--- config.mk ---
export PLATFORM = sky130hd
export DESIGN_NAME = scaler_mult_arbiter_flat
export DESIGN_NICKNAME = d
export VERILOG_FILES = /design/src/rtl/scaler_pkg.sv /design/src/rtl/scaler_mult_arbiter_if.sv /design/src/rtl/scaler_rsp_fifo.sv /design/src/rtl/scaler_mult_arbiter.sv /design/src/flat_wrapper.sv
export SDC_FILE = /design/constraint.sdc
export NUM_CORES = 1
export LEC_CHECK = 0
export CORE_MARGIN = 3
export CORE_UTILIZATION = 40
export CTS_BUF_LIST = sky130_fd_sc_hd__clkbuf_16
export DETAILED_ROUTE_END_ITERATION = 12
export DONT_BUFFER_PORTS = 1
export HOLD_SLACK_MARGIN = 0.05
export SLEW_MARGIN = 10
export SYNTH_ARGS = -nofsm -noshare
export SYNTH_HDL_FRONTEND = slang
export SYNTH_SLANG_ARGS = --single-unit
--- constraint.sdc ---
create_clock -name clk -period 4.47 [get_ports clk]
set_clock_uncertainty 0.2 [all_clocks]
set_input_delay 0 -clock clk [delete_from_list [all_inputs] [get_ports clk]]
set_output_delay 0 -clock clk [all_outputs]
set_load 0.05 [all_outputs]
--- src/rtl/scaler_pkg.sv ---
// Shared constants, types and helpers for the scaler multiplier arbiter.
package scaler_pkg;

  // Q16 fixed point: the multiplier returns (feature * scaler) >>> FRAC_BITS.
  localparam int FRAC_BITS         = 16;
  localparam int DEF_NUM_REQ       = 4;
  localparam int DEF_FEATURE_WIDTH = 32;
  localparam int DEF_SCALER_WIDTH  = 32;

  // Width of a requester index; kept at least 1 bit so the tag is never zero-width.
  function automatic int id_width(input int num_req);
    return (num_req > 1) ? $clog2(num_req) : 1;
  endfunction

  localparam int DEF_ID_W = id_width(DEF_NUM_REQ);

  // One returned result at the default configuration.
  typedef struct packed {
    logic [DEF_ID_W-1:0]          id;
    logic [DEF_FEATURE_WIDTH-1:0] data;
  } rsp_t;

endpackage

--- src/rtl/scaler_mult_arbiter_if.sv ---
// Request/response bundle between the accumulators (master) and the arbiter (slave).
interface scaler_mult_arbiter_if
  import scaler_pkg::*;
#(
  parameter int NUM_REQ       = DEF_NUM_REQ,
  parameter int FEATURE_WIDTH = DEF_FEATURE_WIDTH,
  parameter int SCALER_WIDTH  = DEF_SCALER_WIDTH
);
  localparam int ID_W = id_width(NUM_REQ);

  logic [NUM_REQ-1:0]               req_valid;
  logic [NUM_REQ-1:0]               req_ready;
  logic [NUM_REQ*FEATURE_WIDTH-1:0] req_feature;
  logic [NUM_REQ*SCALER_WIDTH-1:0]  req_scaler;
  logic                             rsp_valid;
  logic                             rsp_ready;
  logic [ID_W-1:0]                  rsp_id;
  logic [FEATURE_WIDTH-1:0]         rsp_data;

  modport master (
    output req_valid, req_feature, req_scaler, rsp_ready,
    input  req_ready, rsp_valid, rsp_id, rsp_data
  );

  modport slave (
    input  req_valid, req_feature, req_scaler, rsp_ready,
    output req_ready, rsp_valid, rsp_id, rsp_data
  );

endinterface

--- src/rtl/scaler_rsp_fifo.sv ---
// Synchronous response FIFO with occupancy count; depth must be a power of two.
module scaler_rsp_fifo #(
  parameter int DEPTH = 4,
  parameter int WIDTH = 34
) (
  input  logic                         clk,
  input  logic                         rst_n,
  input  logic                         wr_en,
  input  logic [WIDTH-1:0]             wr_data,
  input  logic                         rd_en,
  output logic [WIDTH-1:0]             rd_data,
  output logic [$clog2(DEPTH+1)-1:0]   count,
  output logic                         full,
  output logic                         empty
);
  localparam int PTR_W = (DEPTH > 1) ? $clog2(DEPTH) : 1;
  localparam int CNT_W = $clog2(DEPTH+1);

  logic [WIDTH-1:0] mem_q [DEPTH];
  logic [PTR_W-1:0] wr_ptr_q, wr_ptr_d;
  logic [PTR_W-1:0] rd_ptr_q, rd_ptr_d;
  logic [CNT_W-1:0] count_q, count_d;

  assign count   = count_q;
  assign empty   = (count_q == '0);
  assign full    = (count_q == CNT_W'(DEPTH));
  assign rd_data = mem_q[rd_ptr_q];

  // Next pointers and occupancy; power-of-two depth lets pointers wrap naturally.
  always_comb begin
    wr_ptr_d = wr_ptr_q;
    rd_ptr_d = rd_ptr_q;
    count_d  = count_q;
    if (wr_en) wr_ptr_d = wr_ptr_q + 1'b1;
    if (rd_en) rd_ptr_d = rd_ptr_q + 1'b1;
    case ({wr_en, rd_en})
      2'b10:   count_d = count_q + 1'b1;
      2'b01:   count_d = count_q - 1'b1;
      default: count_d = count_q;
    endcase
  end

  // Pointer and count registers.
  always_ff @(posedge clk) begin
    if (!rst_n) begin
      wr_ptr_q <= '0;
      rd_ptr_q <= '0;
      count_q  <= '0;
    end else begin
      wr_ptr_q <= wr_ptr_d;
      rd_ptr_q <= rd_ptr_d;
      count_q  <= count_d;
    end
  end

  // Storage write.
  // NOTE: the data array is not reset; every slot is written before count exposes it,
  // and leaving it unreset keeps it a plain RAM.
  always_ff @(posedge clk) begin
    if (wr_en) mem_q[wr_ptr_q] <= wr_data;
  end

  a_no_pop_empty: assert property (@(posedge clk) disable iff (!rst_n) !(rd_en && empty));

endmodule

--- src/rtl/scaler_mult_arbiter.sv ---
// Round-robin sharing of one fixed-latency Q16 scaler multiplier among NUM_REQ
// requesters; results return tagged {id, data} through a credit-protected FIFO.
module scaler_mult_arbiter
  import scaler_pkg::*;
#(
  parameter int NUM_REQ       = DEF_NUM_REQ,
  parameter int FEATURE_WIDTH = DEF_FEATURE_WIDTH,
  parameter int SCALER_WIDTH  = DEF_SCALER_WIDTH,
  parameter int MULT_LATENCY  = 1,
  parameter int OUT_DEPTH     = 4
) (
  input  logic                     clk,
  input  logic                     rst_n,
  scaler_mult_arbiter_if.slave     bus,
  output logic [FEATURE_WIDTH-1:0] mult_in1,
  output logic [SCALER_WIDTH-1:0]  mult_in2,
  input  logic [FEATURE_WIDTH-1:0] mult_out,
  output logic                     busy
);
  localparam int ID_W  = id_width(NUM_REQ);
  localparam int CRD_W = $clog2(OUT_DEPTH+1);

  typedef logic [ID_W-1:0] id_t;

  typedef struct packed {
    id_t                      id;
    logic [FEATURE_WIDTH-1:0] data;
  } entry_t;

  localparam int ENTRY_W = $bits(entry_t);

  // Arbitration state and tag pipe.
  id_t                         rr_ptr_q, rr_ptr_d;
  logic [CRD_W-1:0]            credit_q, credit_d;
  logic [MULT_LATENCY-1:0]     tag_vld_q, tag_vld_d;
  logic [MULT_LATENCY-1:0][ID_W-1:0] tag_id_q, tag_id_d;

  // Combinational arbitration results.
  logic [NUM_REQ-1:0] grant;
  id_t                gid;
  id_t                scan_id;
  logic               issue;

  // FIFO side.
  logic               fifo_wr;
  logic               fifo_rd;
  logic               fifo_full;
  logic               fifo_empty;
  logic [CRD_W-1:0]   fifo_count;
  entry_t             wr_entry;
  entry_t             head;

  // Round-robin pick: first valid requester at or after rr_ptr, only while credit remains.
  // Depends on valid and registered state only, never on operand data.
  // NOTE: every output of this block gets a default before any branch so no latch is inferred.
  always_comb begin
    grant   = '0;
    gid     = '0;
    issue   = 1'b0;
    scan_id = '0;
    if (credit_q != '0) begin
      for (int k = 0; k < NUM_REQ; k++) begin
        scan_id = id_t'((int'(rr_ptr_q) + k) % NUM_REQ);
        if (!issue && bus.req_valid[scan_id]) begin
          issue          = 1'b1;
          gid            = scan_id;
          grant[scan_id] = 1'b1;
        end
      end
    end
  end

  assign bus.req_ready = grant;

  // Operand mux to the shared multiplier; zero when nothing is granted.
  always_comb begin
    mult_in1 = '0;
    mult_in2 = '0;
    for (int i = 0; i < NUM_REQ; i++) begin
      if (grant[i]) begin
        mult_in1 = bus.req_feature[i*FEATURE_WIDTH +: FEATURE_WIDTH];
        mult_in2 = bus.req_scaler[i*SCALER_WIDTH +: SCALER_WIDTH];
      end
    end
  end

  assign fifo_rd = bus.rsp_valid & bus.rsp_ready;
  assign fifo_wr = tag_vld_q[MULT_LATENCY-1];

  // Next-state: pointer advance, credit accounting and tag pipe shift.
  // Credit counts free FIFO slots minus ops in flight, so a pop only frees a slot next cycle.
  always_comb begin
    rr_ptr_d = rr_ptr_q;
    if (issue) rr_ptr_d = (gid == id_t'(NUM_REQ-1)) ? '0 : gid + 1'b1;

    credit_d = credit_q;
    if (issue && !fifo_rd)      credit_d = credit_q - 1'b1;
    else if (!issue && fifo_rd) credit_d = credit_q + 1'b1;

    tag_vld_d    = '0;
    tag_id_d     = '0;
    tag_vld_d[0] = issue;
    tag_id_d[0]  = gid;
    for (int s = 1; s < MULT_LATENCY; s++) begin
      tag_vld_d[s] = tag_vld_q[s-1];
      tag_id_d[s]  = tag_id_q[s-1];
    end
  end

  // Control registers; reset discards in-flight tags so stale mult_out is ignored.
  // NOTE: sequential state uses non-blocking assignments so all flops update from
  // pre-edge values regardless of statement order.
  always_ff @(posedge clk) begin
    if (!rst_n) begin
      rr_ptr_q  <= '0;
      credit_q  <= CRD_W'(OUT_DEPTH);
      tag_vld_q <= '0;
    end else begin
      rr_ptr_q  <= rr_ptr_d;
      credit_q  <= credit_d;
      tag_vld_q <= tag_vld_d;
    end
  end

  // Tag ids are qualified by tag_vld_q, so they carry no reset.
  always_ff @(posedge clk) begin
    tag_id_q <= tag_id_d;
  end

  assign wr_entry = '{id: id_t'(tag_id_q[MULT_LATENCY-1]), data: mult_out};

  scaler_rsp_fifo #(
    .DEPTH (OUT_DEPTH),
    .WIDTH (ENTRY_W)
  ) u_rsp_fifo (
    .clk     (clk),
    .rst_n   (rst_n),
    .wr_en   (fifo_wr),
    .wr_data (wr_entry),
    .rd_en   (fifo_rd),
    .rd_data (head),
    .count   (fifo_count),
    .full    (fifo_full),
    .empty   (fifo_empty)
  );

  assign bus.rsp_valid = !fifo_empty;
  assign bus.rsp_id    = head.id;
  assign bus.rsp_data  = head.data;
  assign busy          = (|tag_vld_q) | !fifo_empty;

  a_grant_onehot:  assert property (@(posedge clk) disable iff (!rst_n) $onehot0(bus.req_ready));
  a_credit_max:    assert property (@(posedge clk) disable iff (!rst_n) credit_q <= CRD_W'(OUT_DEPTH));
  a_no_wr_full:    assert property (@(posedge clk) disable iff (!rst_n) !(fifo_wr && fifo_full));
  a_credit_conserv: assert property (@(posedge clk) disable iff (!rst_n)
    (int'(credit_q) + int'(fifo_count) + $countones(tag_vld_q)) == OUT_DEPTH);

endmodule

--- src/flat_wrapper.sv ---
// flat-port wrapper written by rule: the top's interface ports become plain ports
module scaler_mult_arbiter_flat import scaler_pkg::*;
#(
  parameter int NUM_REQ       = DEF_NUM_REQ,
  parameter int FEATURE_WIDTH = DEF_FEATURE_WIDTH,
  parameter int SCALER_WIDTH  = DEF_SCALER_WIDTH,
  parameter int MULT_LATENCY  = 1,
  parameter int OUT_DEPTH     = 4
)
  (clk, rst_n, mult_in1, mult_in2, mult_out, busy, bus_req_valid, bus_req_feature, bus_req_scaler, bus_rsp_ready, bus_req_ready, bus_rsp_valid, bus_rsp_id, bus_rsp_data);
  scaler_mult_arbiter_if #(.NUM_REQ(NUM_REQ), .FEATURE_WIDTH(FEATURE_WIDTH), .SCALER_WIDTH(SCALER_WIDTH)) bus_i ();
  input  logic clk;
  input  logic rst_n;
  output logic [FEATURE_WIDTH-1:0] mult_in1;
  output logic [SCALER_WIDTH-1:0] mult_in2;
  input  logic [FEATURE_WIDTH-1:0] mult_out;
  output logic busy;
  input wire logic [$bits(bus_i.req_valid)-1:0] bus_req_valid;
  input wire logic [$bits(bus_i.req_feature)-1:0] bus_req_feature;
  input wire logic [$bits(bus_i.req_scaler)-1:0] bus_req_scaler;
  input wire logic [$bits(bus_i.rsp_ready)-1:0] bus_rsp_ready;
  output wire logic [$bits(bus_i.req_ready)-1:0] bus_req_ready;
  output wire logic [$bits(bus_i.rsp_valid)-1:0] bus_rsp_valid;
  output wire logic [$bits(bus_i.rsp_id)-1:0] bus_rsp_id;
  output wire logic [$bits(bus_i.rsp_data)-1:0] bus_rsp_data;
  assign bus_i.req_valid = bus_req_valid;
  assign bus_i.req_feature = bus_req_feature;
  assign bus_i.req_scaler = bus_req_scaler;
  assign bus_i.rsp_ready = bus_rsp_ready;
  assign bus_req_ready = bus_i.req_ready;
  assign bus_rsp_valid = bus_i.rsp_valid;
  assign bus_rsp_id = bus_i.rsp_id;
  assign bus_rsp_data = bus_i.rsp_data;
  scaler_mult_arbiter #(.NUM_REQ(NUM_REQ), .FEATURE_WIDTH(FEATURE_WIDTH), .SCALER_WIDTH(SCALER_WIDTH), .MULT_LATENCY(MULT_LATENCY), .OUT_DEPTH(OUT_DEPTH)) u_core (.clk(clk), .rst_n(rst_n), .bus(bus_i), .mult_in1(mult_in1), .mult_in2(mult_in2), .mult_out(mult_out), .busy(busy));
endmodule
==> run metrics, run 1 <==
outcome=complete, no violations; area of the die=~0.024 mm^2; Startpoint Class=register; Post-Route WL=33,380 um; synth unique cells=52; RSZ-0062 raised after global routing=no; min Tclk post-route=4.199 ns; Post-Syn Area=0.008745 mm^2; GR Overflow Total=0; DR WL/cell=33.14 um; ys async rst share=0%; endpoints failing setup=0; synth top area cells=edfxtp_1 47%, mux4_2 9.5%, o221ai_2 6.9%, o221a_1 5.9%, dfxtp_1 3.9%; Post-Syn Instances=between 600 and 700; post-CTS setup buffers=0; drt pass-1 iters=6; Max-Cap Viols=0; IO buf count=0; commonest cells after routing, fill and taps aside=136 x edfxtp_1, 86 x inv_1, 66 x nand3_1, 46 x o221a_1, 44 x dlygate4sd3_1; GPL Wtd Cong=1.072; antenna viol nets, final=0; Max Slew Vio Count=0; setup_tns=0 ns; total number of yosys warnings=0; H-tree levels=4; later-pin clock latency in the skew report=0.41 ns; Starting Density=between 40 and 50%; die span in x=153.9 um; Mapped Nets=960; commonest non-fill, non-tap cell in the layout=edfxtp_1; #FFs+latches synth=153; Synth-to-Final Area Change=21.45%; DR iter-0 viols=602; critical path peak fanout=12; number of synthesized flops with an enable pin=136; Worst-Margin Slew=0.9629 ns; HPWL Detailed=25,860 um; drt drc=0; layout cells sized above 1=28.61%; FP Rows=between 50 and 60; Root Driver=clkbuf_16; # IOs=between 300 and 400; Post-synth top flop=edfxtp_1; Max-slew headroom=between 30% and 40%; Die Y=153.9 um; Tcrit/Tclk final=between 90 and 100%; CTS tree=yes; top-area cell type share of the netlist area=46.70%; clk slew on worst S/H paths=0.07 ns; Synth area leader=edfxtp_1; Clock Sinks=approximately 150; Final #Nets=1,024; average size of a mapped cell=13.45 um^2; pin count of the biggest net entering global routing=66; CTS buffer count=17; Max Clk Rate=around 240 MHz; critical path capture point type=register; Vias/cell=6.334; FF-to-FF path depth=12; Hold Crit Class=in2reg; vias in the first global route=about 6,600; Hold Path Depth=1; number of failing hold endpoints at the final stage=0; Max Root-Sink Buffers=2; initial antenna violation count=6; Core ar.=0.02122 mm^2; CP Data Required Time=4.61 ns; via count=6,378; WS Path Type=reg2reg; first-pass GRT wire length=47,130 um; Seq/Total Area, Yosys=approximately 51%; Critical Path AT=4.34 ns; GRT Total Usage=27.25%
## per-stage QoR
step	cell area, um^2	util (%)	instances	hold slack [ns]	setup WS [ns]
after floorplan	8745	-	650	-0.1011	1.003
after global placement	9609	45.28	926	-0.1218	1.080
after detailed placement	9609	45.28	926	-0.1171	1.082
after CTS	10590	49.92	1002	0.08298	0.09988
after global routing	10620	50.02	1005	0.09246	0.05556
final	10620	50.05	1007	0.1048	0.2714
## cell type report
type	instances	area [um^2]
clock inverter	15	117.6
multi-input combinational	347	3665
tap	275	344.1
timing repair buffer	110	1311
antenna	5	12.51
inverter	85	319.1
sequential	153	4425
clock buffer	17	425.4
fill	1798	10600
## Yosys cell counts, types with 4 or more instances
library cell / number
edfxtp_1: 136
inv_1: 85
nand3_1: 66
o221a_1: 46
o221ai_2: 40
mux4_2: 37
o221ai_1: 25
clkbuf_1: 23
buf_2: 20
o221a_2: 19
dfxtp_1: 17
buf_6: 13
ha_1: 13
and2_1: 11
o21ai_0: 10
nand2_1: 9
a21oi_1: 7
nor2b_1: 7
buf_4: 6
xnor2_1: 5
nand3b_1: 4
nor2_1: 4
nor3_1: 4
or3_1: 4
## metal layers
metal | wire length (um) | up-vias | GRT usage, % | share of wire, %
met1 | 11950 | 3225 | 31.23 | 36
met4 | 1613 | 2 | 11.73 | 4.8
li1 | - | 2753 | - | -
met5 | 14 | - | 0 | 0.042
met2 | 17450 | 332 | 48.38 | 52
met3 | 2355 | 66 | 6.783 | 7.1
## cells by family (layout without fill, tap and decap cells)
kind of cell               after synthesis  after routing  synth area share [%]
muxes                                   39             39                 9.758
adders and majority gates               15             15                 2.318
buffers and inverters                  150            227                 8.098
and+or+nand+nor                        117            117                 7.097
other                                    0              5                     0
DFF                                    153            153                 50.59
AOI/OAI and AO/OA                      168            168                 21.33
xor gates and xnor gates                 8              8                0.8013
## final timing paths
check	end	start	slack, ns
hold reg to reg	u_core.u_rsp_fifo.mem_q[1][33]	u_core.tag_id_q[1]	0.29
setup / recovery	u_core.rr_ptr_q[1]	u_core.rr_ptr_q[0]	0.27
hold / removal	u_core.u_rsp_fifo.mem_q[0][14]	mult_out[14]	0.10
setup reg to reg	u_core.rr_ptr_q[1]	u_core.rr_ptr_q[0]	0.27
## worst max-delay path, cell delays in order (launching register included)
cell and delay (ns):
dfxtp_1 0.31, inv_1 0.19, ha_4 0.28, nor2b_2 0.18, o221ai_1 0.16, dlygate4sd3_1 0.58
o21ai_0 0.07, dlygate4sd3_1 0.56, a21oi_1 0.14, dlygate4sd3_1 0.63, xnor2_1 0.14, dlygate4sd3_1 0.57
o2bb2ai_1 0.12
## flip-flops by register name, summed over array words and instances, names as in the netlist, named ones only
name and cells:
u_core.fifo_wr 1, u_core.u_rsp_fifo.count 3, u_core.credit_q 3, u_core.u_rsp_fifo.wr_ptr_q 2, u_core.u_rsp_fifo.mem_q 136, u_core.tag_id_q 2, u_core.u_rsp_fifo.rd_ptr_q 2, u_core.rr_ptr_q 2
## repair_timing
item	in CTS	in global routing
endpoints found under the setup margin	0	1
endpoints found under the hold margin	145	0
hold buffers	44	0
gates resized for setup	0	3
Power of run 1 is left out: the tool's default activity adds up to more than one toggle a clock period on the data nets, which glitch-free logic cannot reach.
==> run 2, diff against run 1 <==
SYNTH_HIERARCHICAL = 1   (was not set)
==> run 2 against run 1 <==
  * Sequential share of layout area fell by 1.5 points
  * Synthesized area rose by 3.5%
  * Synthesized cell count rose by 12%
  * Critical path depth fell by 1
  * Cell area rose by 3.7%
  * Setup slack improved by 0.029 ns
  * Register-to-register slack improved by 0.59 ns
  * Critical endpoint is now mult_in1[23]
==> run metrics, run 2 <==
Clock Sinks=153 (unchanged); die span in x=156.4 um (+1.7%); R2R Path Start=u_core/rr_ptr_q[1]; commonest non-fill, non-tap cell in the layout=edfxtp_1; IO buf count=0 (unchanged); outcome=complete, no violations; Max-slew headroom=53.55% (+18 points); Synth-to-Final Area Change=21.72%; layout cells sized above 1=28.14% (-0.47 points); Core ar.=0.02203 mm^2 (+3.8%); CTS tree=yes; post-CTS sizing=0 (unchanged); Hold Crit Class=in2out; Inst Count DP=1,032 (+11%); drt drc=0 (unchanged); # IOs=399 (unchanged); later-pin clock latency in the skew report=0.41 ns (about the same); Design Area, Final=0.01101 mm^2 (+3.7%); critical path peak fanout=54 (+42); FP Rows=54 (+1.9%); Biggest register=u_core/u_rsp_fifo/mem_q; hold path start=bus_req_scaler[95]; Final Non-Filler Cells=1,112 (+10%); average size of a mapped cell=12.40 um^2 (-7.9%); first-pass GRT wire length=41,850 um (-11%); register area=0.004425 mm^2 (unchanged); Starting Density=41.08% (-0.13 points); Worst Setup EP=mult_in1[23]; via count=6,974 (+9.3%); min Tclk post-route=4.170 ns (-0.02882 ns); Tcrit/Tclk final=93.28% (-0.64 points); GRT Total Usage=22.88% (-4.4 points); post-layout util=50.01% (about the same); number of failing hold endpoints at the final stage=0 (unchanged); GPL Wtd Cong=0.9605 (-10%); vias in the first global route=6,775 (+2.2%); WS Path Type=reg2out; Mapped Nets=1,040 (+8.3%); R2R Setup Slk=0.86 ns (+0.59 ns); pin count of the biggest net entering global routing=55 (-17%); setup_tns=0 ns (unchanged); RSZ-0062 raised after global routing=no; Critical Path AT=3.97 ns (-0.37 ns); Max Root-Sink Buffers=2 (unchanged); Root Driver=clkbuf_16; HPWL Detailed=22,450 um (-13%); Max Clk Rate=239.8 MHz (+0.69%); FF-to-FF path depth=8 (-4); # fillers=1,921 (+6.8%); Startpoint Class=register; total number of yosys warnings=6 (+6); critical path capture point type=output port; Multi-input gate area=0.003928 mm^2 (+7.2%); DR iter-0 viols=588 (-2.3%); Worst-Margin Slew=0.6921 ns (-0.2708 ns); H-tree levels=4 (unchanged); CP Data Required Time=4.27 ns (-0.34 ns); post-CTS setup buffers=0 (unchanged); CTS buffer count=17 (unchanged); initial antenna violation count=5 (-1); drt pass-1 iters=6 (unchanged); launch point of the worst path=u_core/rr_ptr_q[1]; DR WL/cell=26.93 um (-19%); max FFs per register=136 (unchanged); Reg-to-Reg End=u_core/rr_ptr_q[0]; endpoints failing setup=0 (unchanged); Max Slew Vio Count=0 (unchanged); Die Y=156.4 um (+1.7%); Final #Nets=1,125 (+9.9%); antenna viol nets, final=0 (unchanged); Post-Route WL=29,940 um (-10%); Post-Syn Instances=730 (+12%); clk slew on worst S/H paths=0.06 ns (about the same); commonest cells after routing, fill and taps aside=136 x edfxtp_1, 81 x inv_1, 73 x buf_4, 71 x nor2_1, 66 x nand3_1; Max-Cap Viols=0 (unchanged); Post-Syn Area=0.009049 mm^2 (+3.5%); area of the die=0.02446 mm^2 (+3.3%); Vias/cell=6.272 (-0.98%); Placement Cell Area=0.01000 mm^2 (+4.1%); GR Overflow Total=0 (unchanged)
[run 2: cell type report]
| type | count | area share, % |
|---|---|---|
| sequential | 153 | 40.18 |
| multi-input combinational | 422 | 35.66 |
| timing repair buffer | 139 | 12.97 |
| clock buffer | 17 | 3.862 |
| tap | 280 | 3.181 |
| inverter | 82 | 2.795 |
| clock inverter | 15 | 1.261 |
| antenna | 4 | 0.09088 |
[run 2: what timing repair did]
action	CTS	global route
hold endpoints to repair	145	0
hold buffers	44	0
endpoints found under the setup margin	0	0
[run 2: worst max-delay path, cell delays in order (launching register included)]
cell	delay, ns
dfxtp_1	0.35
inv_1	0.12
ha_1	0.47
or3b_1	0.41
a2111o_1	0.42
and2_1	0.28
o221ai_4	0.21
buf_12	0.26
buf_4	0.30
nand3_1	0.17
a221oi_2	0.29
buf_4	0.25
[run 2: routing by layer]
layer / GRT usage [%] / part of all wire [%]
met3: 5.088 / 7.8
met5: 0 / 0.043
met1: 27.73 / 37
met2: 37.98 / 50
met4: 12.51 / 5.2
[run 2: through the flow]
step	setup WS [ns]	hold slack, ns
after floorplan	0.3436	-0.1282
after global placement	0.7809	-0.1217
after detailed placement	0.7404	-0.1060
after CTS	0.2831	0.06055
after global routing	0.1032	0.08692
final	0.3002	0.07353
[run 2: worst min-delay path by stage]
stage,end,cells after the start,slack [ns]
2_1_floorplan,u_core/credit_q[2],1,-0.13
3_3_place_gp,u_core/credit_q[2],1,-0.12
3_5_place_dp,u_core/credit_q[2],1,-0.11
4_1_cts,u_core/u_rsp_fifo/mem_q[0][27],1,0.06
5_1_grt,u_core/u_rsp_fifo/mem_q[3][27],1,0.09
6_report,mult_in2[31],3,0.07
Power of run 2 is left out for the same reason.
